--- config.mk ---
export PLATFORM = sky130hd
export DESIGN_NAME = mod_ex_div_unit
export DESIGN_NICKNAME = d
export VERILOG_FILES = /design/src/rtl/mod_ex_div_unit_pkg.sv /design/src/rtl/mod_div_step.sv /design/src/rtl/mod_ex_div_unit.sv
export SDC_FILE = /design/constraint.sdc
export NUM_CORES = 1
export LEC_CHECK = 0
export ABC_CLOCK_PERIOD_IN_PS = 5600
export CORE_MARGIN = 3
export CORE_UTILIZATION = 59
export DETAILED_ROUTE_END_ITERATION = 8
export PLACE_DENSITY_LB_ADDON = 0.05
export SLEW_MARGIN = 15
export SYNTH_ARGS = -nofsm -noshare
export SYNTH_HDL_FRONTEND = slang
export SYNTH_HIERARCHICAL = 1
export SYNTH_SLANG_ARGS = --single-unit
--- constraint.sdc ---
create_clock -name clk_i -period 5.6 [get_ports clk_i]
set_input_delay 0.56 -clock clk_i [delete_from_list [all_inputs] [get_ports clk_i]]
set_output_delay 0.56 -clock clk_i [all_outputs]
set_load 0.01 [all_outputs]
--- src/rtl/mod_ex_div_unit_pkg.sv ---
// mod_ex_div_unit_pkg: shared types and constants for the iterative EX-stage divider
package mod_ex_div_unit_pkg;
    localparam int DIV_XLEN = 32;
    typedef enum logic [1:0] {
        DIV  = 2'd0,
        DIVU = 2'd1,
        REM  = 2'd2,
        REMU = 2'd3
    } div_op_e;
    typedef enum logic [1:0] {
        IDLE = 2'd0,
        BUSY = 2'd1,
        DONE = 2'd2
    } div_state_e;
    localparam logic [DIV_XLEN-1:0] DIV_BY_ZERO_Q = '1;
    localparam logic [DIV_XLEN-1:0] SIGNED_MIN = {1'b1, {(DIV_XLEN-1){1'b0}}};
endpackage

--- src/rtl/mod_div_step.sv ---
// mod_div_step: combinational restoring shift/subtract retiring BITS_PER_CYCLE quotient bits
module mod_div_step #(
    parameter int XLEN = 32,
    parameter int BITS_PER_CYCLE = 1
) (
    input  logic [XLEN-1:0] rem_i,
    input  logic [XLEN-1:0] quo_i,
    input  logic [XLEN-1:0] div_i,
    output logic [XLEN-1:0] rem_o,
    output logic [XLEN-1:0] quo_o
);
    logic [XLEN:0] trial;
    logic [XLEN:0] diff;
    // shift the next dividend bit into the partial remainder, subtract when it fits
    always_comb begin
        rem_o = rem_i;
        quo_o = quo_i;
        trial = '0;
        diff  = '0;
        for (int k = 0; k < BITS_PER_CYCLE; k++) begin
            trial = {rem_o, quo_o[XLEN-1]};
            diff  = trial - {1'b0, div_i};
            rem_o = diff[XLEN] ? trial[XLEN-1:0] : diff[XLEN-1:0];
            quo_o = {quo_o[XLEN-2:0], ~diff[XLEN]};
        end
    end
endmodule

--- src/rtl/mod_ex_div_unit.sv ---
// mod_ex_div_unit: iterative RV32M DIV/DIVU/REM/REMU unit that stalls the front end while busy
module mod_ex_div_unit
    import mod_ex_div_unit_pkg::*;
#(
    parameter int XLEN = DIV_XLEN,
    parameter int BITS_PER_CYCLE = 1
) (
    input  logic            clk_i,
    input  logic            rst_ni,
    input  logic            start_i,
    input  logic [1:0]      op_i,
    input  logic [XLEN-1:0] dividend_i,
    input  logic [XLEN-1:0] divisor_i,
    input  logic            ex2mem_stall_i,
    input  logic            flush_i,
    output logic            ex_stall_req_o,
    output logic            result_valid_o,
    output logic [XLEN-1:0] result_o
);
    localparam int ITER = XLEN / BITS_PER_CYCLE;
    localparam int CW = (ITER > 1) ? $clog2(ITER) : 1;

    div_state_e      state_q, state_n;
    div_op_e         op_q;
    logic [CW-1:0]   cnt_q;
    logic [XLEN-1:0] rem_q, quo_q, div_q, result_q;
    logic [XLEN-1:0] step_rem, step_quo, a_abs, b_abs, special_res, final_res;
    logic            neg_q_q, neg_r_q, valid_q;
    logic            is_signed, is_rem, a_neg, b_neg, div_zero, overflow, special, accept;

    // decode the op presented in ID/EX and spot the RISC-V special cases up front
    always_comb begin
        is_signed   = op_i == DIV || op_i == REM;
        is_rem      = op_i == REM || op_i == REMU;
        a_neg       = is_signed && dividend_i[XLEN-1];
        b_neg       = is_signed && divisor_i[XLEN-1];
        a_abs       = a_neg ? -dividend_i : dividend_i;
        b_abs       = b_neg ? -divisor_i : divisor_i;
        div_zero    = divisor_i == '0;
        overflow    = is_signed && dividend_i == XLEN'(SIGNED_MIN) && divisor_i == '1;
        special     = div_zero || overflow;
        special_res = div_zero ? (is_rem ? dividend_i : XLEN'(DIV_BY_ZERO_Q))
                               : (is_rem ? '0 : XLEN'(SIGNED_MIN));
        accept      = state_q == IDLE && start_i && !flush_i;
        final_res   = (op_q == REM || op_q == REMU) ? (neg_r_q ? -step_rem : step_rem)
                                                    : (neg_q_q ? -step_quo : step_quo);
    end

    mod_div_step #(
        .XLEN           (XLEN),
        .BITS_PER_CYCLE (BITS_PER_CYCLE)
    ) u_step (
        .rem_i (rem_q),
        .quo_i (quo_q),
        .div_i (div_q),
        .rem_o (step_rem),
        .quo_o (step_quo)
    );

    // next state; flush wins over everything, DONE waits only on the EX/MEM freeze
    always_comb begin
        state_n = flush_i                ? IDLE
                : accept                 ? (special ? DONE : BUSY)
                : state_q == BUSY        ? (cnt_q == '0 ? DONE : BUSY)
                : state_q == DONE        ? (ex2mem_stall_i ? DONE : IDLE)
                :                          state_q;
        ex_stall_req_o = rst_ni && !flush_i && (accept || state_q == BUSY);
    end

    // state, iteration counter and datapath registers
    always_ff @(posedge clk_i or negedge rst_ni) begin
        if (!rst_ni) begin
            state_q  <= IDLE;
            op_q     <= DIV;
            cnt_q    <= '0;
            rem_q    <= '0;
            quo_q    <= '0;
            div_q    <= '0;
            neg_q_q  <= 1'b0;
            neg_r_q  <= 1'b0;
            result_q <= '0;
            valid_q  <= 1'b0;
        end else begin
            state_q <= state_n;
            valid_q <= state_n == DONE;
            if (accept) begin
                op_q    <= div_op_e'(op_i);
                cnt_q   <= CW'(ITER - 1);
                rem_q   <= '0;
                quo_q   <= a_abs;
                div_q   <= b_abs;
                neg_q_q <= a_neg ^ b_neg;
                neg_r_q <= a_neg;
                if (special) result_q <= special_res;
            end else if (state_q == BUSY && !flush_i) begin
                cnt_q <= cnt_q - CW'(1);
                rem_q <= step_rem;
                quo_q <= step_quo;
                if (cnt_q == '0) result_q <= final_res;
            end
        end
    end

    assign result_valid_o = valid_q;
    assign result_o       = result_q;

    // the divide instruction is frozen in ID/EX, so it cannot vanish mid-iteration
    a_start_held: assert property (@(posedge clk_i) disable iff (!rst_ni)
        (state_q == BUSY && !flush_i) |-> start_i);
endmodule
== After elaboration in Yosys (flattened, before gate mapping) ==
Index checks and enable logic that the tools add are counted.

* Bitwise operators: 2
* Reduce and logical (&&, ||, !) cells: 22
* Add/sub/neg operators: 6
* Equal/unequal tests: 10
* Muxes and demuxes: 26

{| class="wikitable"
|+ Operator list
! operator !! number
|-
| $mux 32 || 17
|-
| $neg 32->32 || 4
|-
| $eq 32x32->1 const B || 2
|-
| $sub 33x32->33 || 1
|-
| $logic_not 32->1 || 1
|-
| $mux 2 || 7
|-
| $eq 2x2->1 const B || 6
|-
| $mux 5 || 2
|-
| $logic_and 1x1->1 || 9
|-
| $logic_not 5->1 || 1
|-
| $logic_or 1x1->1 || 5
|-
| $sub 5x1->5 const B || 1
|-
| $logic_not 2->1 || 2
|-
| $reduce_bool 2->1 || 2
|-
| $reduce_and 3->1 || 1
|-
| $eq 2x1->1 const B || 1
|-
| $ne 2x2->1 const B || 1
|-
| $logic_not 1->1 || 1
|-
| $not 1->1 || 1
|-
| $xor 1x1->1 || 1
|}

* Logic and storage cells: 76
* Output and inout port bits: 34
* Register bits after elaboration: 140
* Bits of input ports: 71

== Depth between registers and ports, before layout ==
* Word-level depth: 9
* Mapped depth: 23
* Gate-level depth less buffers: 20

== By module ==
The synthesis kept the hierarchy.

{| class="wikitable"
|+ By module, submodules not included
! module !! times used !! cells each !! area an instance (um^2) !! sequential area each (um^2)
|-
| mod_ex_div_unit || 1 || 979 || 8916.1 || 3478.3
|-
| mod_div_step || 1 || 340 || 2549.9 || 0.0
|}

== Worst setup path after synthesis ==
OpenSTA, ideal clock, no wires.

* Kind: register to register
* Start: register quo_q[31]
* End: register result_q[31] (netlist: result_o[31])
* Clock period less this slack: 5.071 ns
* Arrival time: 4.946 ns
* Buffers on the path: 3
* Stages on the path, launching flop included: 23
* Slack: 0.529 ns
* Data required time: 5.475 ns
* Library setup time: 0.125 ns
* Cell sequence: dfrtp_1 inv_1 ha_1 fa_1 and2b_1 o2111ai_2 a21oi_2 o211ai_2 a211oi_4 nor2_4 mux2i_4 and2_4 buf_12 inv_8 buf_12 mux2_4 or3_1 or4_1 clkbuf_1 o41ai_1 mux2i_1 a211oi_1 mux2_2

* Cells in the longest elaborated chain, start to end: 8
* Elaborated cells between the ends (all ways): 11
* Classes of those cells: add/sub: 3; mux: 7; bitwise: 1

{| class="wikitable"
|+ RTL lines
! what !! RTL line !! RTL
|-
| start, declared || mod_ex_div_unit.sv:26 || <nowiki>logic [XLEN-1:0] rem_q, quo_q, div_q, result_q;</nowiki>
|-
| start signal, assigned || mod_ex_div_unit.sv:90 || <nowiki>quo_q <= a_abs;</nowiki>
|-
| start signal, assigned || mod_ex_div_unit.sv:98 || <nowiki>quo_q <= step_quo;</nowiki>
|-
| $sub 33x32->33 || mod_div_step.sv:22 || <nowiki>diff = trial - {1'b0, div_i};</nowiki>
|-
| $not 1->1 || mod_div_step.sv:24 || <nowiki>quo_o = {quo_o[XLEN-2:0], ~diff[XLEN]};</nowiki>
|-
| net step_quo[0] || mod_ex_div_unit.sv:27 || <nowiki>logic [XLEN-1:0] step_rem, step_quo, a_abs, b_abs, special_res, final_res;</nowiki>
|-
| $neg 32->32 || mod_ex_div_unit.sv:46 || <nowiki>: (neg_q_q ? -step_quo : step_quo);</nowiki>
|-
| $mux 32 || mod_ex_div_unit.sv:46 ||
|-
| $mux 32 || mod_ex_div_unit.sv:45 || <nowiki>final_res = (op_q == REM || op_q == REMU) ? (neg_r_q ? -step_rem : step_rem)</nowiki>
|-
| $mux 32 || mod_ex_div_unit.sv:99 || <nowiki>if (cnt_q == '0) result_q <= final_res;</nowiki>
|-
| $mux 32 || mod_ex_div_unit.sv:95 || <nowiki>end else if (state_q == BUSY && !flush_i) begin</nowiki>
|-
| $mux 32 || mod_ex_div_unit.sv:86 || <nowiki>if (accept) begin</nowiki>
|-
| end signal, assigned || mod_ex_div_unit.sv:94 || <nowiki>if (special) result_q <= special_res;</nowiki>
|-
| end signal, assigned || mod_ex_div_unit.sv:99 ||
|-
| end, declared || mod_ex_div_unit.sv:26 ||
|}

The timed path passes the listed nets, and every way through them passes these cells. The select of a mux whose other input is x is not followed.
A chain may end at the register's enable or synchronous reset.

== Worst setup path after layout ==
Same ends and word-level chain as after synthesis.

==> flow_summary.toml <==
[place]
port_buffers = 104
routabilityCongestion = 0.903
postPlaceCellArea_um2 = 12400
place.detailed.hpwl_um = 23800

[die]
num_rows = 50
die_area_um2 = 21100
dieHeight_um = 145
die-width_um = 145
io_pins = 105
coreArea_um2 = 18900
floorplan.initialDensity_pct = 60.7

[worst_setup_path]
end_kind = "register"
startpoint_type = "register"
cp_data_required_time_ps = 5910
worst-setup-path-type = "reg -> reg"
reg2reg_depth = 19
r2r_end = "result_o[31]"
startpoint = "quo_q[31]"
critPathMaxFanout = 27
rr_startpoint = "quo_q[31]"
r2r_setup_slack_ps = 160
worstPathArrival_ps = 5750

[cts]
cts_buffers = 17
clock_latency_ps = 430
hold_buffers = 0
clk_pin_slew_worst_paths_ps = 60
cts.path.max_buffers = 2
ctsHtreeMaxLevel = 4
ctsRootBufferMaster = "clkbuf_16"
cts_tree = "yes"
cts.sinks = 139

[route]
drc = 0
drtIter0Drc = 895
via_count = 10500
wl_per_cell_um = 20.0
ant_nets = 0
finalWirelength_um = 32500
viasPerCell = 6.47
drtPass1Iterations = 6

[sta]
period_needed_ps = 5440
period_share_pct = 97.2
slew_violations = 0
skew_ps = 12.1
worst_slew_pin_slew_ps = 1100
slew_headroom_pct = 26.4
finalSetupViolCount = 0
max_freq_ghz = 0.184
finalHoldViolCount = 0
rsz0062_at_grt = "false"
timing.setup.tns_ps = 0

[global_routing]
grt_overflow = 0
grt_pass1_vias = 9965
grt_max_degree = 94
grt_pass1_wl_um = 52600
antenna_found_initial = 0
grt_usage_pct = 30.3

[yosys]
avgSynthCellArea_um2 = 8.69
synth.area.top_cells = "dfrtp_1, xor2_1, xnor2_1, o21ai_0, ha_1"
synth-seq-cells = 139
synth_nets = 1430
synth_edf_count = 0
async_reset_ff_share_pct = 100
synth_cell_types = 83
synth_area_um2 = 11500
synth_warnings = 6
synth_top_area_share_pct = 30.3
postSynthCellCount = 1319
synth_ff_type = "dfrtp_1"
yosysTopAreaCell = "dfrtp_1"
seq_area_frac_synth_pct = 30.3

[power_and_ir_drop]
leakage_nw = 5.47
total_power_mw = 7.43
powerDensity_nw_per_um2 = 567
max-vdd-ir-drop_v = 0.000313

[finish]
n_antenna_cell = 0
layout-drive-gt1-share_pct = 8.94
final_cell_mix = "dfrtp_1, nand2_1, o21ai_0, clkdlybuf4s50_1, xor2_1"
postLayoutCellArea_um2 = 13100
layout.nets = 1463
final_common_cell = "dfrtp_1"
fin_util_pct = 69.3
area_delta_synth_final_pct = 14.1

[min_path]
worstHoldPathType = "in -> async"

[run_status]
status = "complete, no violations"

[run]
drv_cap = 0
-- state kept, by name, indices dropped and copies added, names as in the netlist, 2 cells and up --
name      flops
div_q        32
cnt_q         5
rem_q        32
quo_q        32
state_q       2
result_o     32
-- worst max-delay path by stage --
stage	endpoint
after floorplan	result_o[31]
after global placement	result_o[31]
after detailed placement	result_o[31]
after CTS	result_o[31]
after global routing	result_o[31]
final	result_o[31]
-- power by group --
group	switching, mW	leakage [nW]	internal [mW]
Clock	0.469	0.313	0.796
Sequential	0.302	1.78	1.27
Combinational	2.63	3.38	1.96
-- worst max-delay path, cell delays in order (launching register included) --
cell	delay, ps
dfrtp_1	360
inv_1	60
ha_1	220
fa_1	400
and2b_1	260
o2111ai_2	140
a21oi_2	270
o211ai_2	170
a211oi_4	280
nor2_4	80
mux2i_4	250
and2_4	280
inv_8	130
mux2_4	350
or3_1	440
or4_1	570
o41ai_1	460
mux2i_1	250
a211oi_1	70
mux2_2	270
-- final cells by class --
| class | instances | area (um2) |
|---|---|---|
| clock inverters | 13 | 215 |
| well taps | 260 | 325 |
| flip-flops and latches | 139 | 3480 |
| clock buffers | 19 | 433 |
| multi-input cells | 1013 | 7210 |
| inverters | 60 | 233 |
| repair buffers | 121 | 1190 |
| fillers | 1589 | 5810 |
-- cell usage after synthesis (4+ instances only) --
| cell | instances |
|---|---|
| a211oi_1 | 5 |
| a21o_1 | 17 |
| a21oi_1 | 72 |
| a221oi_1 | 11 |
| a22o_1 | 39 |
| a22oi_1 | 6 |
| a31oi_1 | 14 |
| a32o_1 | 8 |
| and2_1 | 4 |
| and3_1 | 9 |
| buf_1 | 10 |
| buf_2 | 10 |
| buf_4 | 32 |
| clkbuf_1 | 50 |
| dfrtp_1 | 139 |
| ha_1 | 39 |
| inv_1 | 58 |
| mux2_2 | 6 |
| mux2_4 | 28 |
| mux2i_1 | 23 |
| nand2_1 | 113 |
| nand2b_1 | 9 |
| nand3_1 | 22 |
| nand3b_1 | 5 |
| nand4_1 | 15 |
| nor2_1 | 70 |
| nor2b_1 | 18 |
| nor3_1 | 25 |
| nor4_1 | 12 |
| o2111ai_1 | 4 |
| o21a_1 | 8 |
| o21ai_0 | 110 |
| o22ai_1 | 11 |
| o31ai_1 | 36 |
| o41ai_1 | 28 |
| or2_2 | 11 |
| or3_1 | 20 |
| or4_1 | 18 |
| xnor2_1 | 66 |
| xor2_1 | 78 |
-- cell families after synthesis --
| logic type | share of synthesized area (%) |
|---|---|
| AO/OA/AOI/OAI | 23.6 |
| XOR/XNOR | 11.0 |
| adder cells (fa/ha/maj) | 4.43 |
| buffers and inverters | 7.25 |
| flip-flops | 30.3 |
| multiplexers | 6.66 |
| AND/OR/NAND/NOR | 16.7 |
-- through the flow --
| step | hold WS [ps] | setup WS [ps] | cells |
|---|---|---|---|
| floorplan | 264 | 529 | 1319 |
| global placement | 463 | 329 | 1590 |
| detailed placement | 471 | 139 | 1590 |
| CTS | 39.9 | 107 | 1622 |
| global route | 51.0 | 24.1 | 1625 |
| finish | 27.5 | 156 | 1625 |
-- layer usage --
metal / part of all wire (%) / wire, um / GRT usage, % / up-vias
met3: 7.6 / 2470 / 5.54 / 69
met4: 2.9 / 934 / 11.1 / 0
met1: 44 / 14400 / 42.8 / 5102
met5: 0 / 0 / 0 / -
met2: 45 / 14700 / 46.7 / 476
li1: - / - / - / 4863
-- repair_timing --
action / 4_1_cts / 5_1_grt
buffers inserted: 0 / 2
resized for setup: 0 / 5
setup endpoints to repair: 0 / 13
Note: power is estimated with default switching activity, not from simulation.
